--- src/rtl/alu_pipe_if.sv ---
// Request/response bundle for alu_pipe.
// Master drives requests and consumes results; slave is the ALU.
interface alu_pipe_if #(
    parameter int WIDTH = 32
);
    logic             in_valid;
    logic             in_ready;
    logic [WIDTH-1:0] A;
    logic [WIDTH-1:0] B;
    logic [3:0]       sel;
    logic             out_valid;
    logic             out_ready;
    logic [WIDTH-1:0] Y;
    logic             Zero;
    logic             Cout;
    logic             Borrow;
    logic             Overflow;
    logic             busy;

    modport master (
        output in_valid, A, B, sel, out_ready,
        input  in_ready, out_valid, Y, Zero, Cout, Borrow, Overflow, busy
    );

    modport slave (
        input  in_valid, A, B, sel, out_ready,
        output in_ready, out_valid, Y, Zero, Cout, Borrow, Overflow, busy
    );
endinterface

--- src/rtl/alu_pipe.sv ---
// Two-stage valid/ready ALU with an optional iterative shift-add multiplier.
// Stage 1 holds the operands; stage 2 is the result/flag register.
module alu_pipe #(
    parameter int WIDTH  = 32,
    parameter int MUL_EN = 1
) (
    input logic      Clock,
    input logic      Reset_n,
    alu_pipe_if.slave bus
);
    localparam int M  = WIDTH - 1;
    localparam int SH = $clog2(WIDTH);

    localparam logic [1:0] IDLE = 2'd0;
    localparam logic [1:0] RUN  = 2'd1;
    localparam logic [1:0] DONE = 2'd2;

    localparam logic [3:0] OP_ADD  = 4'd0;
    localparam logic [3:0] OP_SUB  = 4'd1;
    localparam logic [3:0] OP_AND  = 4'd2;
    localparam logic [3:0] OP_OR   = 4'd3;
    localparam logic [3:0] OP_XOR  = 4'd4;
    localparam logic [3:0] OP_INC  = 4'd5;
    localparam logic [3:0] OP_DEC  = 4'd6;
    localparam logic [3:0] OP_SLL  = 4'd7;
    localparam logic [3:0] OP_SRL  = 4'd8;
    localparam logic [3:0] OP_SRA  = 4'd9;
    localparam logic [3:0] OP_SLT  = 4'd10;
    localparam logic [3:0] OP_SLTU = 4'd11;
    localparam logic [3:0] OP_MUL  = 4'd12;

    logic             s1_valid;
    logic [WIDTH-1:0] s1_a;
    logic [WIDTH-1:0] s1_b;
    logic [3:0]       s1_sel;

    logic [1:0]         state;
    logic [SH-1:0]      cnt;
    logic [2*WIDTH-1:0] acc;

    logic s1_mul;
    logic s2_free;
    logic s1_adv;
    logic accept;
    logic mul_acc;

    assign s1_mul  = s1_valid && (MUL_EN != 0) && (s1_sel == OP_MUL);
    assign s2_free = !bus.out_valid || bus.out_ready;
    assign s1_adv  = s1_valid && s2_free && (!s1_mul || state == DONE);
    assign accept  = bus.in_valid && bus.in_ready;
    assign mul_acc = accept && (MUL_EN != 0) && (bus.sel == OP_MUL);

    assign bus.busy     = (MUL_EN != 0) && (state != IDLE);
    assign bus.in_ready = !bus.busy && (!s1_valid || s1_adv);

    always_ff @(posedge Clock or negedge Reset_n) begin
        if (!Reset_n) begin
            s1_valid <= 1'b0;
            s1_a     <= '0;
            s1_b     <= '0;
            s1_sel   <= '0;
        end else if (accept) begin
            s1_valid <= 1'b1;
            s1_a     <= bus.A;
            s1_b     <= bus.B;
            s1_sel   <= bus.sel;
        end else if (s1_adv) begin
            s1_valid <= 1'b0;
        end
    end

    // One shift-add step: add the multiplicand into the high half, shift right.
    logic [WIDTH-1:0] addend;
    logic [WIDTH:0]   hi_sum;

    assign addend = acc[0] ? s1_a : '0;
    assign hi_sum = {1'b0, acc[2*WIDTH-1:WIDTH]} + {1'b0, addend};

    always_ff @(posedge Clock or negedge Reset_n) begin
        if (!Reset_n) begin
            state <= IDLE;
            cnt   <= '0;
            acc   <= '0;
        end else begin
            case (state)
                IDLE: begin
                    if (mul_acc) begin
                        state <= RUN;
                        cnt   <= SH'(WIDTH - 1);
                        acc   <= {{WIDTH{1'b0}}, bus.B};
                    end
                end
                RUN: begin
                    acc <= {hi_sum, acc[WIDTH-1:1]};
                    if (cnt == '0) state <= DONE;
                    else           cnt   <= cnt - 1'b1;
                end
                DONE: begin
                    if (s1_adv) state <= IDLE;
                end
                default: state <= IDLE;
            endcase
        end
    end

    logic [WIDTH:0]   sum;
    logic [WIDTH:0]   inc;
    logic [WIDTH-1:0] diff;
    logic [WIDTH-1:0] dec;
    logic [SH-1:0]    sh;
    logic [WIDTH-1:0] r_y;
    logic             r_c;
    logic             r_b;
    logic             r_v;

    always_comb begin
        sum  = {1'b0, s1_a} + {1'b0, s1_b};
        inc  = {1'b0, s1_a} + {{WIDTH{1'b0}}, 1'b1};
        diff = s1_a - s1_b;
        dec  = s1_a - {{M{1'b0}}, 1'b1};
        sh   = s1_b[SH-1:0];
        r_y  = '0;
        r_c  = 1'b0;
        r_b  = 1'b0;
        r_v  = 1'b0;
        case (s1_sel)
            OP_ADD: begin
                r_y = sum[WIDTH-1:0];
                r_c = sum[WIDTH];
                r_v = (s1_a[M] == s1_b[M]) && (sum[M] != s1_a[M]);
            end
            OP_SUB: begin
                r_y = diff;
                r_b = s1_a < s1_b;
                r_v = (s1_a[M] != s1_b[M]) && (diff[M] != s1_a[M]);
            end
            OP_AND: r_y = s1_a & s1_b;
            OP_OR:  r_y = s1_a | s1_b;
            OP_XOR: r_y = s1_a ^ s1_b;
            OP_INC: begin
                r_y = inc[WIDTH-1:0];
                r_c = inc[WIDTH];
                r_v = !s1_a[M] && inc[M];
            end
            OP_DEC: begin
                r_y = dec;
                r_b = (s1_a == '0);
                r_v = s1_a[M] && !dec[M];
            end
            OP_SLL:  r_y = s1_a << sh;
            OP_SRL:  r_y = s1_a >> sh;
            OP_SRA:  r_y = $unsigned($signed(s1_a) >>> sh);
            OP_SLT:  r_y = {{M{1'b0}}, ($signed(s1_a) < $signed(s1_b))};
            OP_SLTU: r_y = {{M{1'b0}}, (s1_a < s1_b)};
            OP_MUL: begin
                if (MUL_EN != 0) begin
                    r_y = acc[WIDTH-1:0];
                    r_c = |acc[2*WIDTH-1:WIDTH];
                end
            end
            default: ;
        endcase
    end

    always_ff @(posedge Clock or negedge Reset_n) begin
        if (!Reset_n) begin
            bus.out_valid <= 1'b0;
            bus.Y         <= '0;
            bus.Zero      <= 1'b0;
            bus.Cout      <= 1'b0;
            bus.Borrow    <= 1'b0;
            bus.Overflow  <= 1'b0;
        end else if (s1_adv) begin
            bus.out_valid <= 1'b1;
            bus.Y         <= r_y;
            bus.Zero      <= (r_y == '0);
            bus.Cout      <= r_c;
            bus.Borrow    <= r_b;
            bus.Overflow  <= r_v;
        end else if (bus.out_ready) begin
            bus.out_valid <= 1'b0;
        end
    end
endmodule

--- src/flat_wrapper.sv ---
// flat-port wrapper written by rule: the top's interface ports become plain ports
module alu_pipe_flat 
#(
    parameter int WIDTH  = 32,
    parameter int MUL_EN = 1
)
  (Clock, Reset_n, bus_in_valid, bus_A, bus_B, bus_sel, bus_out_ready, bus_in_ready, bus_out_valid, bus_Y, bus_Zero, bus_Cout, bus_Borrow, bus_Overflow, bus_busy);
  alu_pipe_if #(.WIDTH(WIDTH)) bus_i ();
  input logic Clock;
  input logic Reset_n;
  input wire logic [$bits(bus_i.in_valid)-1:0] bus_in_valid;
  input wire logic [$bits(bus_i.A)-1:0] bus_A;
  input wire logic [$bits(bus_i.B)-1:0] bus_B;
  input wire logic [$bits(bus_i.sel)-1:0] bus_sel;
  input wire logic [$bits(bus_i.out_ready)-1:0] bus_out_ready;
  output wire logic [$bits(bus_i.in_ready)-1:0] bus_in_ready;
  output wire logic [$bits(bus_i.out_valid)-1:0] bus_out_valid;
  output wire logic [$bits(bus_i.Y)-1:0] bus_Y;
  output wire logic [$bits(bus_i.Zero)-1:0] bus_Zero;
  output wire logic [$bits(bus_i.Cout)-1:0] bus_Cout;
  output wire logic [$bits(bus_i.Borrow)-1:0] bus_Borrow;
  output wire logic [$bits(bus_i.Overflow)-1:0] bus_Overflow;
  output wire logic [$bits(bus_i.busy)-1:0] bus_busy;
  assign bus_i.in_valid = bus_in_valid;
  assign bus_i.A = bus_A;
  assign bus_i.B = bus_B;
  assign bus_i.sel = bus_sel;
  assign bus_i.out_ready = bus_out_ready;
  assign bus_in_ready = bus_i.in_ready;
  assign bus_out_valid = bus_i.out_valid;
  assign bus_Y = bus_i.Y;
  assign bus_Zero = bus_i.Zero;
  assign bus_Cout = bus_i.Cout;
  assign bus_Borrow = bus_i.Borrow;
  assign bus_Overflow = bus_i.Overflow;
  assign bus_busy = bus_i.busy;
  alu_pipe #(.WIDTH(WIDTH), .MUL_EN(MUL_EN)) u_core (.Clock(Clock), .Reset_n(Reset_n), .bus(bus_i));
endmodule
--- config.mk ---
export PLATFORM = sky130hd
export DESIGN_NAME = alu_pipe_flat
export DESIGN_NICKNAME = d
export VERILOG_FILES = /design/src/rtl/alu_pipe_if.sv /design/src/rtl/alu_pipe.sv /design/src/flat_wrapper.sv
export SDC_FILE = /design/constraint.sdc
export NUM_CORES = 1
export LEC_CHECK = 0
export BUFFER_PORTS_ARGS = -buffer_cell sky130_fd_sc_hd__buf_2
export CAP_MARGIN = 20
export CELL_PAD_IN_SITES_DETAIL_PLACEMENT = 2
export CELL_PAD_IN_SITES_GLOBAL_PLACEMENT = 2
export CORE_MARGIN = 2
export CORE_UTILIZATION = 38
export DETAILED_ROUTE_END_ITERATION = 7
export PLACE_DENSITY_LB_ADDON = 0.1
export SLEW_MARGIN = 20
export SYNTH_ARGS = -nofsm -noshare
export SYNTH_HDL_FRONTEND = slang
export SYNTH_SLANG_ARGS = --single-unit
--- constraint.sdc ---
create_clock -name Clock -period 6.3 [get_ports Clock]
set_input_delay 0.945 -clock Clock [delete_from_list [all_inputs] [get_ports Clock]]
set_output_delay 0.945 -clock Clock [all_outputs]
set_load 0.005 [all_outputs]
; ---- Word level (Yosys, flattened, before mapping)
; Index checks and enable logic that the tools add are counted.
[word_totals]
reg_bits = 177
latchBits = 0
mem_bits_rw = 0
mem_bits_ro = 0
elab_cells = 100
mem_count = 0
[op_classes]
n_addsub = 6
multipliers = 0
div = 0
order_cmp = 2
n_eq_ne = 23
shift = 3
muxes = 18
bitwise = 3
reduce_logical = 32
[ops]
columns = operator, n
row1 = case mux 32 bit (13 select lines), 1
row2 = case mux 64 bit (2 select lines), 1
row3 = adder 32 x 32 -> 33 bit, 2
row4 = zero test 32 bit, 2
row5 = < comparator 32 bit, 2
row6 = 2-to-1 mux 64 bit, 1
row7 = adder 32 x 1 -> 33 bit (second input constant), 1
row8 = AND 32 bit, 1
row9 = 2-to-1 mux 32 bit, 1
row10 = OR 32 bit, 1
row11 = OR reduction 32 bit, 1
row12 = left shift 32 x 5 -> 32 bit, 1
row13 = >> shifter 32 x 5 -> 32 bit, 1
row14 = >>> shifter 32 x 5 -> 32 bit, 1
row15 = subtractor 32 x 1 -> 32 bit (second input constant), 1
row16 = subtractor 32 bit, 1
row17 = XOR 32 bit, 1
row18 = == test 4 bit (second input constant), 6
row19 = == test 4 x 3 -> 1 bit (second input constant), 4
row20 = logical AND 1 bit, 10
row21 = 2-to-1 mux 5 bit, 2
row22 = case mux 5 bit (2 select lines), 1
row23 = == test 4 x 2 -> 1 bit (second input constant), 2
row24 = nonzero test 2 bit, 4
row25 = 21 further kinds, 38

; ---- Depth between registers and ports, before layout
[depth]
depth_word = 11
depth_mapped = 20
depth_no_buf = 15

; ---- Worst setup path before layout
; OpenSTA, ideal clock, no wires.
[synth_path]
path_kind = reg2reg
start = register u_core.s1_b[2]
end = register u_core.bus.Zero
arrival_time_ps = 4388
required_time_ps = 6224
path_slack_ps = 1835
path_stages_with_launch = 21
period_less_slack_ps = 4465
path_cell_list = dfrtp_1 buf_4 buf_8 buf_8 inv_1 buf_2 buf_2 buf_2 ha_1 or2_1 a211o_1 a2111oi_4 a22oi_2 a31oi_4 a211oi_1 o21a_1 a221oi_1 a21oi_1 a2111oi_2 nand4_1 o21ai_1
[synth_between]
elab_chain_cells = 3
word_cells_on_any_way = 12
[synth_rtl]
columns = item, line_no
row1 = from (decl), alu_pipe.sv:34  ; logic [WIDTH-1:0] s1_b;
row2 = from (signal assigned), alu_pipe.sv:65  ; s1_b <= bus.B;
row3 = subtractor 32 bit (tied with other cells), alu_pipe.sv:119  ; diff = s1_a - s1_b;
row4 = case mux 32 bit (13 select lines) *, alu_pipe.sv:126  ; case (s1_sel)
row5 = zero test 32 bit *, alu_pipe.sv:176  ; bus.Zero <= (r_y == '0);
row6 = to (signal assigned), alu_pipe.sv:176
row7 = to (decl), alu_pipe_if.sv:27  ; output in_ready, out_valid, Y, Zero, Cout, Borrow, Overflow, busy
; Every way passes the cells marked *; elsewhere a longest branch is shown, timed or not.
; A chain may end at the register's enable or synchronous reset.

; ---- Final worst setup path
[layout_path]
start = register u_core.s1_a[0]
end = register u_core.bus.Zero
[layout_between]
elab_chain_cells = 3
word_cells_on_any_way = 14
[layout_rtl]
columns = item, line_no
row1 = from (decl), alu_pipe.sv:33  ; logic [WIDTH-1:0] s1_a;
row2 = from (signal assigned), alu_pipe.sv:64  ; s1_a <= bus.A;
row3 = subtractor 32 x 1 -> 32 bit (tied with other cells), alu_pipe.sv:120  ; dec = s1_a - {{M{1'b0}}, 1'b1};
row4 = case mux 32 bit (13 select lines) *, alu_pipe.sv:126
row5 = zero test 32 bit *, alu_pipe.sv:176
; Marks and branches as above.

==> metrics.md <==
| Metric | Value |
|---|---|
| Status | `finished, final reports clean` |
| Post-cts sizing count | `0` |
| Async set or reset register ratio after synthesis | `100.0%` |
| R2R setup slack | `0.65 ns` |
| Setup TNS | `0 ns` |
| Largest family of logic cells by synthesized area | `compound AO/OA/AOI/OAI gates` |
| Residual DRC count | `0` |
| GRT overflow | `0` |
| Worst EP arrival | `between 6 and 7 ns` |
| Final net count | `between 2,000 and 3,000` |
| Die H | `234.1 um` |
| Synth Register Bits | `177` |
| DPL Wire Length | `about 79,000 um` |
| Clock Path Buffers | `2` |
| CTS Buf Count | `17` |
| Slew headroom | `between 20% and 30%` |
| Ratio of cells with drive above 1 in the final layout | `16.01%` |
| Post-synth EDFFs | `0` |
| Fillers | `6,034` |
| 1st-pass router iterations | `7` |
| Mapped Area | `20,110 um2` |
| Worst Tran Pin Value | `1.142 ns` |
| Total die area | `around 55,000 um2` |
| I/O Pins | `111` |
| Avg Synthesized Cell Area | `a little under 8 um2` |
| Hold crit path type | `in -> async` |
| Number of max-cap violations | `0` |
| Root Buffer | `clkbuf_16` |
| Non-Filler Instances | `3,237` |
| IO Port Bufs | `110` |
| GPL Wtd Cong | `between 1 and 1.5` |
| Netlist cell types | `96` |
| Largest net degree at the start of global routing | `100` |
| Final Skew | `0.01491 ns` |
| Worst-path cell chain | `inv_1 > ha_1 > fa_1 > or2_1 > a211o_1 > a2111oi_4 > a22oi_2 > a31oi_4 > a211oi_1 > a221oi_1 > a21oi_1 > nor4_1 > and4_1 > nand4_1 > o21ai_1` |
| Worst-path clk slew | `~0.080 ns` |
| Synth Area in XOR/XNOR | `between 3 and 4%` |
| Placed cell area | `21,410 um2` |
| Initial core utilization | `around two fifths` |
| CTS tree | `built` |
| Sequential cell area fraction in the yosys report | `22.02%` |
| Yosys Warn Count | `0` |
| Rows | `84` |
| CP max stage cell | `nor4_1` |
| Layout area overhead | `9.380%` |
| Synth Area in Simple Gates | `20.02%` |
| Wirelength, routed | `103,900 um` |
| Number of global-route vias before repair | `22,540` |
| H-tree depth | `4` |
| Minimum clock period | `5.645 ns` |
| Ant diodes | `0` |
| Synth Net Count | `2,750` |
| Cell total after placement | `3,205` |
| ANT nets after route | `0` |
| Finished Cell Area | `around 22,000 um2` |
| Die extent in x | `around 230 um` |
| Post-synthesis mux area share | `between 10% and 20%` |
| Max frequency | `177.1 MHz` |
| Critical Path Source Type | `flip-flop` |
| Crit. End Element | `flip-flop` |
| Hold_buf cts | `0` |
| Clk_lat worst skew | `0.51 ns` |
| Core area | `52,450 um2` |
| Crit Path Max Fanout | `11` |
| Post-Synth Adder-Cell Area | `9.256%` |
| Postcts setup bufs | `0` |
| DRT iter0 DRCs | `~2,000` |
| Final period util | `89.61%` |
| Synth Flop Type | `dfrtp_1` |
| Gate Count Post-Synth | `2,531` |
| CP Data Required Time | `6.73 ns` |
| Final setup viols | `0` |
| GR Util All Layers | `37.81%` |
| CP Class | `reg -> reg` |
| Slew Viols, Final | `0` |
| First-pass GRT wire length | `about 150,000 um` |
| Routed vias | `21,730` |
| Initial antenna violation count | `4` |
| CTS Sinks | `177` |
| Compound-Gate Fraction of Synth Area | `about a quarter` |
| Wire length per cell | `32.09 um` |
| Largest stage delay, worst path | `0.91 ns` |
| RSZ-0062 raised after global routing | `no` |
| Via density | `6.714` |
| Final Hold Fails | `0` |
[synth_stat cells (51+ instances only)]
cell | instances | area, um2
nand2_1 | 300 | 1126
mux2i_1 | 72 | 720.7
nor2_1 | 198 | 743.2
inv_1 | 101 | 379.1
xnor2_1 | 54 | 473.0
ha_1 | 144 | 1802
o21ai_0 | 169 | 845.8
dfrtp_1 | 177 | 4429
nand3_1 | 51 | 255.2
a21oi_1 | 162 | 810.8
mux2_2 | 98 | 1104
clkbuf_1 | 139 | 521.8
[state kept, by name (all words and copies together) (netlist names)]
signal	cells
u_core.acc	64
u_core.bus.Borrow	1
u_core.bus.Cout	1
u_core.bus.Overflow	1
u_core.bus.Y	32
u_core.bus.Zero	1
u_core.bus.out_valid	1
u_core.cnt	5
u_core.s1_a	32
u_core.s1_b	32
u_core.s1_sel	4
u_core.s1_valid	1
u_core.state	2
[metal layers]
| layer | GRT usage, % | up-vias | share of wire (%) | wire length, um |
|---|---|---|---|---|
| met2 | 59.56 | 909 | 46 | 47290 |
| met1 | 51.31 | 11220 | 44 | 45460 |
| met4 | 15.39 | 4 | 4.0 | 4108 |
| met5 | 0 | - | 0.026 | 27 |
| li1 | - | 9407 | - | - |
| met3 | 6.238 | 189 | 6.7 | 6988 |
[layout make-up]
class / count / area (um2) / area share [%]
multi-input cells: 2047 / 14540 / 66.10
repair buffers: 186 / 1167 / 5.306
flip-flops and latches: 177 / 4437 / 20.17
well taps: 688 / 860.8 / 3.913
clock inverters: 15 / 166.4 / 0.7564
inverters: 107 / 401.6 / 1.826
clock buffers: 17 / 425.4 / 1.934
[cell families after synthesis]
family / Yosys count
flops: 177
simple gates: 841
compound gates: 781
xor+xnor: 76
buf+inv: 307
fa+ha+maj: 147
mux: 202
[stage by stage]
stage | util [%] | setup slack [ns] | hold WS [ns]
detailed placement | 40.82 | 0.9275 | 0.4701
floorplan | - | 1.835 | 0.4733
global route | 41.95 | 0.5632 | 0.4794
global placement | 40.82 | 1.148 | 0.4581
CTS | 41.95 | 0.8638 | 0.4630
finish | 41.95 | 0.6547 | 0.4256
[placed cells by master (no fill, tap or decap), types with 30 or more instances in the layout]
master and n:
mux2i_1 72, a21oi_1 162, nor4_1 43, nand2_1 299, nand3_1 50, buf_4 73, buf_2 109, inv_1 101
nor2_1 197, xnor2_1 54, ha_1 144, dfrtp_1 173, and2_1 42, o211ai_1 33, nor3_1 41, mux4_2 32
o22ai_1 30, mux2_2 98, o21ai_0 169, a31oi_1 48, a211oi_1 33, nand4_1 33
[worst max-delay path, delay by kind of cell (launching register included)]
family          cells  cell delay (ns)
flops               1             0.64
buf+inv             1             0.28
simple gates        4             1.62
fa+ha+maj           2             0.73
compound gates      8             2.27
[path summary, 6_finish.rpt]
kind | startpoint | to | cells past startpoint
max | u_core.s1_a[0]$_DFFE_PN0P_ | u_core.bus.Zero$_DFFE_PN0P_ | 15
min | Reset_n | u_core.bus.Y[0]$_DFFE_PN0P_ | 1
max reg2reg | u_core.s1_a[0]$_DFFE_PN0P_ | u_core.bus.Zero$_DFFE_PN0P_ | 15
min reg2reg | u_core.bus.Y[18]$_DFFE_PN0P_ | u_core.bus.Y[18]$_DFFE_PN0P_ | 2
max in group asynchronous | Reset_n | u_core.s1_b[2]$_DFFE_PN0P_ | 2
min in group Clock | u_core.bus.Y[18]$_DFFE_PN0P_ | u_core.bus.Y[18]$_DFFE_PN0P_ | 2
Power is not shown: default switching activity piles up to over one toggle a cycle in this logic, so the estimate is an artifact.
